### src/rtl/sdram_arbit_if.sv
`default_nettype none
// +--------------------------------------------------------------------------+
// | Module   : sdram_arbit_if                                                 |
// | Purpose  : Sequencer-side handshakes and SDRAM pad bus of the arbiter.    |
// | Revision : 1.0  initial release                                           |
// +--------------------------------------------------------------------------+
interface sdram_arbit_if #(
  parameter int ADDR_W = 13,
  parameter int BA_W   = 2
);
  logic              flag_init_end;
  logic [3:0]        init_cmd;
  logic [ADDR_W-1:0] init_addr;
  logic              ref_req;
  logic              ref_en;
  logic              flag_ref_end;
  logic [3:0]        aref_cmd;
  logic [ADDR_W-1:0] aref_addr;
  logic              wr_req;
  logic              wr_en;
  logic              flag_wr_end;
  logic [3:0]        wr_cmd;
  logic [ADDR_W-1:0] wr_addr;
  logic [BA_W-1:0]   wr_bank;
  logic              rd_req;
  logic              rd_en;
  logic              flag_rd_end;
  logic [3:0]        rd_cmd;
  logic [ADDR_W-1:0] rd_addr;
  logic [BA_W-1:0]   rd_bank;
  logic              sdram_cke;
  logic              sdram_cs_n;
  logic              sdram_ras_n;
  logic              sdram_cas_n;
  logic              sdram_we_n;
  logic [ADDR_W-1:0] sdram_addr;
  logic [BA_W-1:0]   sdram_bank;
  logic [2:0]        arb_state;

  modport slave (
    input  flag_init_end, init_cmd, init_addr,
    input  ref_req, flag_ref_end, aref_cmd, aref_addr,
    input  wr_req, flag_wr_end, wr_cmd, wr_addr, wr_bank,
    input  rd_req, flag_rd_end, rd_cmd, rd_addr, rd_bank,
    output ref_en, wr_en, rd_en,
    output sdram_cke, sdram_cs_n, sdram_ras_n, sdram_cas_n, sdram_we_n,
    output sdram_addr, sdram_bank, arb_state
  );

  modport master (
    output flag_init_end, init_cmd, init_addr,
    output ref_req, flag_ref_end, aref_cmd, aref_addr,
    output wr_req, flag_wr_end, wr_cmd, wr_addr, wr_bank,
    output rd_req, flag_rd_end, rd_cmd, rd_addr, rd_bank,
    input  ref_en, wr_en, rd_en,
    input  sdram_cke, sdram_cs_n, sdram_ras_n, sdram_cas_n, sdram_we_n,
    input  sdram_addr, sdram_bank, arb_state
  );
endinterface
`default_nettype wire

### src/rtl/sdram_arbit.sv
`default_nettype none
// +--------------------------------------------------------------------------+
// | Module   : sdram_arbit                                                    |
// | Purpose  : Grants the SDRAM command bus to init/refresh/write/read.       |
// | Revision : 1.0  initial release                                           |
// +--------------------------------------------------------------------------+
module sdram_arbit #(
  parameter int         ADDR_W  = 13,
  parameter int         BA_W    = 2,
  parameter logic [3:0] CMD_NOP = 4'b0111
) (
  input  wire             sclk,
  input  wire             s_rst_n,
  sdram_arbit_if.slave    bus
);

  localparam logic [2:0] c_s_init  = 3'd0;
  localparam logic [2:0] c_s_arbit = 3'd1;
  localparam logic [2:0] c_s_aref  = 3'd2;
  localparam logic [2:0] c_s_write = 3'd3;
  localparam logic [2:0] c_s_read  = 3'd4;

  logic [2:0]        r_state;
  logic [2:0]        w_state_nxt;
  logic              r_last_wr;
  logic              w_gnt_ref;
  logic              w_gnt_wr;
  logic              w_gnt_rd;
  logic [3:0]        w_cmd;
  logic [ADDR_W-1:0] w_addr;
  logic [BA_W-1:0]   w_bank;

  // Refresh wins; contested write/read alternates on the last data grant.
  always_comb begin
    w_gnt_ref = 1'b0;
    w_gnt_wr  = 1'b0;
    w_gnt_rd  = 1'b0;
    if (r_state == c_s_arbit) begin
      if (bus.ref_req) begin
        w_gnt_ref = 1'b1;
      end else if (bus.wr_req && bus.rd_req) begin
        w_gnt_rd = r_last_wr;
        w_gnt_wr = ~r_last_wr;
      end else if (bus.wr_req) begin
        w_gnt_wr = 1'b1;
      end else if (bus.rd_req) begin
        w_gnt_rd = 1'b1;
      end
    end
  end

  always_ff @(posedge sclk or negedge s_rst_n) begin
    if (!s_rst_n) begin
      r_state   <= c_s_init;
      r_last_wr <= 1'b0;
    end else begin
      r_state <= w_state_nxt;
      if (w_gnt_wr) begin
        r_last_wr <= 1'b1;
      end else if (w_gnt_rd) begin
        r_last_wr <= 1'b0;
      end
    end
  end

  always_comb begin
    w_state_nxt = r_state;
    case (r_state)
      c_s_init:  if (bus.flag_init_end) w_state_nxt = c_s_arbit;
      c_s_arbit: begin
        if (w_gnt_ref)     w_state_nxt = c_s_aref;
        else if (w_gnt_wr) w_state_nxt = c_s_write;
        else if (w_gnt_rd) w_state_nxt = c_s_read;
      end
      c_s_aref:  if (bus.flag_ref_end) w_state_nxt = c_s_arbit;
      c_s_write: if (bus.flag_wr_end)  w_state_nxt = c_s_arbit;
      c_s_read:  if (bus.flag_rd_end)  w_state_nxt = c_s_arbit;
      default:   w_state_nxt = c_s_init;
    endcase
  end

  // Pad mux keyed only on the registered owner: no added latency.
  always_comb begin
    w_cmd  = CMD_NOP;
    w_addr = '0;
    w_bank = '0;
    case (r_state)
      c_s_init: begin
        w_cmd  = bus.init_cmd;
        w_addr = bus.init_addr;
      end
      c_s_aref: begin
        w_cmd  = bus.aref_cmd;
        w_addr = bus.aref_addr;
      end
      c_s_write: begin
        w_cmd  = bus.wr_cmd;
        w_addr = bus.wr_addr;
        w_bank = bus.wr_bank;
      end
      c_s_read: begin
        w_cmd  = bus.rd_cmd;
        w_addr = bus.rd_addr;
        w_bank = bus.rd_bank;
      end
      default: begin
        w_cmd  = CMD_NOP;
        w_addr = '0;
        w_bank = '0;
      end
    endcase
  end

  assign bus.ref_en      = w_gnt_ref;
  assign bus.wr_en       = w_gnt_wr;
  assign bus.rd_en       = w_gnt_rd;
  assign bus.sdram_cke   = 1'b1;
  assign bus.sdram_cs_n  = w_cmd[3];
  assign bus.sdram_ras_n = w_cmd[2];
  assign bus.sdram_cas_n = w_cmd[1];
  assign bus.sdram_we_n  = w_cmd[0];
  assign bus.sdram_addr  = w_addr;
  assign bus.sdram_bank  = w_bank;
  assign bus.arb_state   = r_state;

endmodule
`default_nettype wire

### src/flat_wrapper.sv
// flat-port wrapper written by rule: the top's interface ports become plain ports
module sdram_arbit_flat 
#(
  parameter int         ADDR_W  = 13,
  parameter int         BA_W    = 2,
  parameter logic [3:0] CMD_NOP = 4'b0111
)
  (sclk, s_rst_n, bus_flag_init_end, bus_init_cmd, bus_init_addr, bus_ref_req, bus_flag_ref_end, bus_aref_cmd, bus_aref_addr, bus_wr_req, bus_flag_wr_end, bus_wr_cmd, bus_wr_addr, bus_wr_bank, bus_rd_req, bus_flag_rd_end, bus_rd_cmd, bus_rd_addr, bus_rd_bank, bus_ref_en, bus_wr_en, bus_rd_en, bus_sdram_cke, bus_sdram_cs_n, bus_sdram_ras_n, bus_sdram_cas_n, bus_sdram_we_n, bus_sdram_addr, bus_sdram_bank, bus_arb_state);
  sdram_arbit_if #(.ADDR_W(ADDR_W), .BA_W(BA_W)) bus_i ();
  input  wire sclk;
  input  wire s_rst_n;
  input wire logic [$bits(bus_i.flag_init_end)-1:0] bus_flag_init_end;
  input wire logic [$bits(bus_i.init_cmd)-1:0] bus_init_cmd;
  input wire logic [$bits(bus_i.init_addr)-1:0] bus_init_addr;
  input wire logic [$bits(bus_i.ref_req)-1:0] bus_ref_req;
  input wire logic [$bits(bus_i.flag_ref_end)-1:0] bus_flag_ref_end;
  input wire logic [$bits(bus_i.aref_cmd)-1:0] bus_aref_cmd;
  input wire logic [$bits(bus_i.aref_addr)-1:0] bus_aref_addr;
  input wire logic [$bits(bus_i.wr_req)-1:0] bus_wr_req;
  input wire logic [$bits(bus_i.flag_wr_end)-1:0] bus_flag_wr_end;
  input wire logic [$bits(bus_i.wr_cmd)-1:0] bus_wr_cmd;
  input wire logic [$bits(bus_i.wr_addr)-1:0] bus_wr_addr;
  input wire logic [$bits(bus_i.wr_bank)-1:0] bus_wr_bank;
  input wire logic [$bits(bus_i.rd_req)-1:0] bus_rd_req;
  input wire logic [$bits(bus_i.flag_rd_end)-1:0] bus_flag_rd_end;
  input wire logic [$bits(bus_i.rd_cmd)-1:0] bus_rd_cmd;
  input wire logic [$bits(bus_i.rd_addr)-1:0] bus_rd_addr;
  input wire logic [$bits(bus_i.rd_bank)-1:0] bus_rd_bank;
  output wire logic [$bits(bus_i.ref_en)-1:0] bus_ref_en;
  output wire logic [$bits(bus_i.wr_en)-1:0] bus_wr_en;
  output wire logic [$bits(bus_i.rd_en)-1:0] bus_rd_en;
  output wire logic [$bits(bus_i.sdram_cke)-1:0] bus_sdram_cke;
  output wire logic [$bits(bus_i.sdram_cs_n)-1:0] bus_sdram_cs_n;
  output wire logic [$bits(bus_i.sdram_ras_n)-1:0] bus_sdram_ras_n;
  output wire logic [$bits(bus_i.sdram_cas_n)-1:0] bus_sdram_cas_n;
  output wire logic [$bits(bus_i.sdram_we_n)-1:0] bus_sdram_we_n;
  output wire logic [$bits(bus_i.sdram_addr)-1:0] bus_sdram_addr;
  output wire logic [$bits(bus_i.sdram_bank)-1:0] bus_sdram_bank;
  output wire logic [$bits(bus_i.arb_state)-1:0] bus_arb_state;
  assign bus_i.flag_init_end = bus_flag_init_end;
  assign bus_i.init_cmd = bus_init_cmd;
  assign bus_i.init_addr = bus_init_addr;
  assign bus_i.ref_req = bus_ref_req;
  assign bus_i.flag_ref_end = bus_flag_ref_end;
  assign bus_i.aref_cmd = bus_aref_cmd;
  assign bus_i.aref_addr = bus_aref_addr;
  assign bus_i.wr_req = bus_wr_req;
  assign bus_i.flag_wr_end = bus_flag_wr_end;
  assign bus_i.wr_cmd = bus_wr_cmd;
  assign bus_i.wr_addr = bus_wr_addr;
  assign bus_i.wr_bank = bus_wr_bank;
  assign bus_i.rd_req = bus_rd_req;
  assign bus_i.flag_rd_end = bus_flag_rd_end;
  assign bus_i.rd_cmd = bus_rd_cmd;
  assign bus_i.rd_addr = bus_rd_addr;
  assign bus_i.rd_bank = bus_rd_bank;
  assign bus_ref_en = bus_i.ref_en;
  assign bus_wr_en = bus_i.wr_en;
  assign bus_rd_en = bus_i.rd_en;
  assign bus_sdram_cke = bus_i.sdram_cke;
  assign bus_sdram_cs_n = bus_i.sdram_cs_n;
  assign bus_sdram_ras_n = bus_i.sdram_ras_n;
  assign bus_sdram_cas_n = bus_i.sdram_cas_n;
  assign bus_sdram_we_n = bus_i.sdram_we_n;
  assign bus_sdram_addr = bus_i.sdram_addr;
  assign bus_sdram_bank = bus_i.sdram_bank;
  assign bus_arb_state = bus_i.arb_state;
  sdram_arbit #(.ADDR_W(ADDR_W), .BA_W(BA_W), .CMD_NOP(CMD_NOP)) u_core (.sclk(sclk), .s_rst_n(s_rst_n), .bus(bus_i));
endmodule
### config.mk
export PLATFORM = sky130hd
export DESIGN_NAME = sdram_arbit_flat
export DESIGN_NICKNAME = d
export VERILOG_FILES = /design/src/rtl/sdram_arbit_if.sv /design/src/rtl/sdram_arbit.sv /design/src/flat_wrapper.sv
export SDC_FILE = /design/constraint.sdc
export NUM_CORES = 1
export LEC_CHECK = 0
export CORE_AREA = 4 4 63 65
export CTS_CLUSTER_DIAMETER = 150
export DETAILED_ROUTE_END_ITERATION = 6
export DIE_AREA = 0 0 67 69
export GPL_TIMING_DRIVEN = 0
export PLACE_DENSITY = 0.89
export SYNTH_ARGS = -nofsm -noshare
export SYNTH_HDL_FRONTEND = slang
export SYNTH_SLANG_ARGS = --single-unit
export TNS_END_PERCENT = 5
### constraint.sdc
create_clock -name sclk -period 1.9 [get_ports sclk]
set_input_delay 0.38 -clock sclk [delete_from_list [all_inputs] [get_ports sclk]]
set_output_delay 0.38 -clock sclk [all_outputs]
set_load 0.1 [all_outputs]
# == Yosys cells after proc, flatten, opt, wreduce, memory -nomap -nowiden ==
# Index checks and enable logic that the tools add are counted.
# word_totals
ff_bits,4
in_bits,81
out_inout_bits,26
elab_cells,40
# op_classes
eq_ne,9
n_mux,24
bitwise,1
n_reduce_logical,4
# op_table
op,n
one-hot mux 13 bit (4 select lines),1
2-to-1 mux 3 bit,7
one-hot mux 4 bit (4 select lines),1
one-hot mux 3 bit (5 select lines),1
2-to-1 mux 1 bit,13
!= test 2 bit (second input constant),4
equality test 3 x 2 -> 1 bit (second input constant),2
AND reduction 5 bit,1
!= test 4 bit (second input constant),1
one-hot mux 2 bit (2 select lines),1
equality test 3 x 1 -> 1 bit (second input constant),1
equality test 3 bit (second input constant),1
zero test 3 bit,1
nonzero test 2 bit,1
logical AND 1 bit,1
NOT 1 bit,1

# == Depth between registers and ports, before layout ==
# Gate-level depths: netlist of run 1.
# depth
word_depth,9
depth_mapped,6
depth_no_buf,3

# == Worst setup path after synthesis of run 1 ==
# Ideal clock, no wire load.
# synth_timing
kind,flip-flop to output port
from,register u_core.r_state[2] (netlist: u_core.bus.arb_state[2])
to,output port bus_sdram_addr[10]
arrival_ns,3.746
t_required_ns,1.520
setup_slack_ns,-2.226
path_stages_with_launch,6
path_buffers,2
cell_sequence,dfrtp_1 -> buf_4 -> and2b_1 -> buf_2 -> a2bb2oi_1 -> o21ai_0
# synth_between
elab_chain_len,2
word_cells_on_any_way,5
cone_classes,eq/ne: 3; mux: 1; reduce/logical: 1
# synth_rtl
item,line,source
"start, declared",sdram_arbit.sv:23,logic [2:0] r_state;
"start signal, assigned",sdram_arbit.sv:54,r_state <= c_s_init;
"start signal, assigned",sdram_arbit.sv:57,r_state <= w_state_nxt;
"equality test 3 bit, or another cell as far along",sdram_arbit.sv:87,case (r_state)
one-hot mux 13 bit (4 select lines) (*),sdram_arbit.sv:87,
"end, declared",flat_wrapper.sv:37,output wire logic [$bits(bus_i.sdram_addr)-1:0] bus_sdram_addr;
# Every way passes the cells marked *; elsewhere a longest branch is shown, timed or not.

# == Worst setup path after layout of run 1 ==
# layout_timing
from,register u_core.r_state[2] (netlist: u_core.bus.arb_state[2])
to,output port bus_sdram_addr[3]
# The elaborated chain is that of the path after synthesis.

==> impl.org, run 1 <==
** Synthesis
- Cell area after synthesis :: 845.8 µm²
- Yosys warning total :: 0
- In the synthesized netlist the dominant register cell turns out to be dfrtp_1.
- Post-synth EDFFs :: 0
- In this run the mean area of a mapped cell was 7.689 µm².
- After synthesis, the share of flip-flops with an asynchronous set or reset is 100.0%.
- Post-synth net total :: 191
- In the synthesized netlist, the number of instances is 110.
- Flop and latch count out of synthesis :: 4
- Summing the sequential cell areas from Yosys gives 11.83% of the chip area.
- Number of different library cells in the post-synthesis netlist :: 26

** Worst setup path
- In this run the worst setup path begins at u_core.bus.arb_state[2]$_DFFE_PN0P_.
- Counting buffers and inverters, the worst setup path is 6 cells deep.
- Largest incremental delay on the critical path :: 480 ps
- For flop-to-flop paths, the worst setup slack is 360 ps.
- Required time of the critical path :: 1520 ps
- The number of cells on the worst reg-to-reg path is 4.
- The endpoint identified for the worst register-to-register timing path is u_core.r_last_wr$_DFFE_PN0P_.
- In this run the critical register-to-register path is launched from u_core.bus.arb_state[1]$_DFFE_PN0P_.
- Top cell family by delay on the critical path :: buffers and inverters
- Worst setup SP type :: flop
- The worst setup path is captured at a primary output.
- Worst Path Class, Setup :: reg2out
- Worst setup path end :: bus_sdram_addr[3]
- Of all nets on the critical path, the largest fanout is 5.
- Arrival @ worst endpoint :: 1740 ps
- Number of buffer and inverter instances along the worst setup path :: 3
- Among all stages on the critical path, the largest delay is contributed by dfrtp_4.
- Walking the worst path, the cells encountered are buf_6 > and2b_4 > bufbuf_16 > a2bb2oi_4 > o21ai_4 > buf_12.

** Cells and area
- Relative area change from synthesis to final layout :: 227.5%
- Number of antenna repair diodes :: 0
- After the flow finishes, the layout carries non-filler instances totaling 274.
- Layout cells sized above 1 :: 42.54%
- Counting the fill cells in the layout gives 206.
- After the last flow step, the layout net total stands at 310.
- Final Cell Area :: 2770 µm²
- Most common library cell in the layout ignoring fill and taps :: clkdlybuf4s50_1
- The top cell types in the final layout, fill and taps aside, are clkdlybuf4s50_1 (80), buf_12 (24), mux2i_1 (19).

** Min path
- The path class of the tightest hold or removal check is in2async.

** Placed design
- Routability cong. :: 0.8318
- Post-detail-place hpwl :: 3285 µm
- Buffers placed on the I/O ports in this run total 105.
- Once placement completed, the tool counted placed cells totaling 261.
- Post-placement cell area :: 2141 µm²

** Power
- Power comes to 5.267 mW.
- The analysis attributes to cell leakage a power of 1.084 nW.
- Power spread over the standard cell area amounts to 1901 nW/µm².
- Highest ir drop seen on vdd :: 0.001405 V

** GRT
- Largest net degree at the start of global routing :: 11
- Global routing consumed, on the met1 layer, 19.75% of the routing resources.
- Global routing met3 resource utilization :: 9.416%
- Aggregate global routing overflow :: 0
- Global-route wire length before repair :: 8045 µm
- Total routing usage reported by global routing :: 22.47%
- met2 is the most crowded layer.
- Via count of the first global-routing pass :: 1643
- Global routing consumed, on the met2 layer, 43.34% of the routing resources.
- The number of antenna violations at the first check in global routing came to 0.

** Detailed routing
- In this run the remaining antenna-violating nets after routing total 0.
- DRC errors left :: 0
- Summed over all layers, the routed wires come to 5267 µm.
- The first routing iteration left 34 violations.
- Via count of the routed design :: 1419
- Dividing the detail-routed wire length by the instance count gives 19.22 µm.
- First-pass DRT Iterations :: 6
- Using the TritonRoute via totals, the vias-per-cell ratio works out to 5.179.

** Clocking
- Clock tree synthesis inserted a total of 3 buffers.
- Maximum buffer depth of the clock tree :: 2
- Number of sinks handled by clock tree synthesis :: 4
- Maximum level of the CTS H-tree :: 1
- The root buffer cell chosen for the clock tree is clkbuf_4.
- TritonCTS built the clock tree.
- After clock tree synthesis, the clock-pin slew on the worst setup and hold paths is 50 ps.
- Latest clock arrival within the worst-skew pair :: 250 ps

** Timing
- Max Transition Viols Final :: 0
- Share of the clock period used by the worst path after layout :: 111.5%
- Slew of the pin with the lowest slew margin :: 579.3 ps
- Setup violations remaining at the end of the flow were counted as 21.
- Slew Limit Headroom :: 61.38%
- Top achievable clock speed :: 0.4719 GHz
- Counting I/O delays and the setup requirement, the final critical path takes 2119 ps.
- RSZ-0062 raised after global routing :: true
- In the post-route analysis, the smallest setup slack over all paths is -218.9 ps.
- Final setup skew :: 11.16 ps
- Final-report hold violation count :: 0

** Job
- The tool flagged a number of max-cap violations equal to 0.

** Floorplan
- The floorplan step set the die width to 67 µm.
- Ports placed on the boundary :: 107
- Standard-cell row count :: 21
- The die covers 4623 µm².
- Starting density of the core :: 25.35%
- After floorplanning, the core was sized to cover 3337 µm².
- The die is 69 µm tall.

** Outcome
- The run finished, with violations left.
- Failing checks :: negative setup slack
[how the worst min path moves through the flow]
stage,slack (ps),startpoint,to
2_1_floorplan,80,s_rst_n,u_core.r_last_wr$_DFFE_PN0P_
3_3_place_gp,490,u_core.r_last_wr$_DFFE_PN0P_,u_core.r_last_wr$_DFFE_PN0P_
3_5_place_dp,500,u_core.r_last_wr$_DFFE_PN0P_,u_core.r_last_wr$_DFFE_PN0P_
4_1_cts,330,s_rst_n,u_core.bus.arb_state[2]$_DFFE_PN0P_
5_1_grt,330,s_rst_n,u_core.bus.arb_state[2]$_DFFE_PN0P_
6_report,320,s_rst_n,u_core.bus.arb_state[2]$_DFFE_PN0P_
[power by group]
| group | leakage (nW) | switching [mW] | internal [mW] |
|---|---|---|---|
| logic | 1.02 | 3.01 | 1.94 |
| clock network | 0.0150 | 0.0442 | 0.0794 |
| registers | 0.0453 | 0.0608 | 0.138 |
[sequential cells by signal, indices dropped and copies added (netlist names)]
signal	cells
u_core.bus.arb_state	3
u_core.r_last_wr	1
[synthesized netlist by cell type, types with 2 or more instances]
master	n	area share, %
buf_4	3	2.7
a22oi_1	3	2.7
a2bb2oi_1	14	14
nand2b_1	2	1.5
mux2i_1	21	25
nand2_1	17	7.5
dfrtp_1	4	12
a32o_1	2	2.4
a21oi_1	2	1.2
o21ai_0	14	8.3
and3_1	2	1.5
nor2_1	2	0.89
buf_2	7	4.1
a31oi_1	2	1.5
nor3b_1	3	2.7
and2b_1	2	1.8
[layer usage]
metal	share of wire, %	vias up	wire length (µm)
met5	0	-	0
met4	2.1	0	113
met3	10	10	536
met2	55	90	2890
met1	33	661	1726
li1	-	658	-
[area by class of cell]
type	instances	area, µm²	share of cell area (%)
buffer	11	118.9	4.291
clock buffer	4	26.28	0.9485
multi-input combinational	95	1067	38.53
sequential	4	111.4	4.020
tap	46	57.56	2.078
timing repair buffer	114	1389	50.14
[through the flow]
stage                     hold WS [ps]  util [%]  setup TNS, ps  setup slack [ps]
final                            322.6     83.01          -3612            -218.9
after global routing             325.9     83.01          -4746            -271.4
after CTS                        326.4     82.56          -3585            -199.1
after detailed placement         502.5     64.15         -21040             -1082
after global placement           490.6     64.15         -20870             -1066
after floorplan                  84.41         -          -7777            -461.8
[cells by family after synthesis]
| kind of cell | synth area share, % |
|---|---|
| DFF | 11.83 |
| and+or+nand+nor | 21.00 |
| AOI/OAI and AO/OA | 33.28 |
| muxes | 26.18 |
| other | 0.4434 |
| buffers and inverters | 7.247 |
[repair_timing]
item,in CTS,in global routing
hold endpoints to repair,0,0
resized for setup,249,10
setup buffers,5,1
endpoints found under the setup margin,25,24
pin swaps,12,4
cloned,3,0
hold buffers,0,0
Power figures use the tool's default switching activity.
==> run 2, diff against run 1 <==
--- a/config.mk
+++ b/config.mk
@@ -5,12 +5,14 @@
 export SDC_FILE = /design/constraint.sdc
 export NUM_CORES = 1
 export LEC_CHECK = 0
+export ABC_AREA = 0
 export CORE_AREA = 4 4 63 65
 export CTS_CLUSTER_DIAMETER = 150
 export DETAILED_ROUTE_END_ITERATION = 6
 export DIE_AREA = 0 0 67 69
 export GPL_TIMING_DRIVEN = 0
 export PLACE_DENSITY = 0.89
+export SETUP_SLACK_MARGIN = 0.1
 export SYNTH_ARGS = -nofsm -noshare
 export SYNTH_HDL_FRONTEND = slang
 export SYNTH_SLANG_ARGS = --single-unit
==> results of run 2 <==
Same layout as run 1: the final DEF is identical, and so are final timing and power.
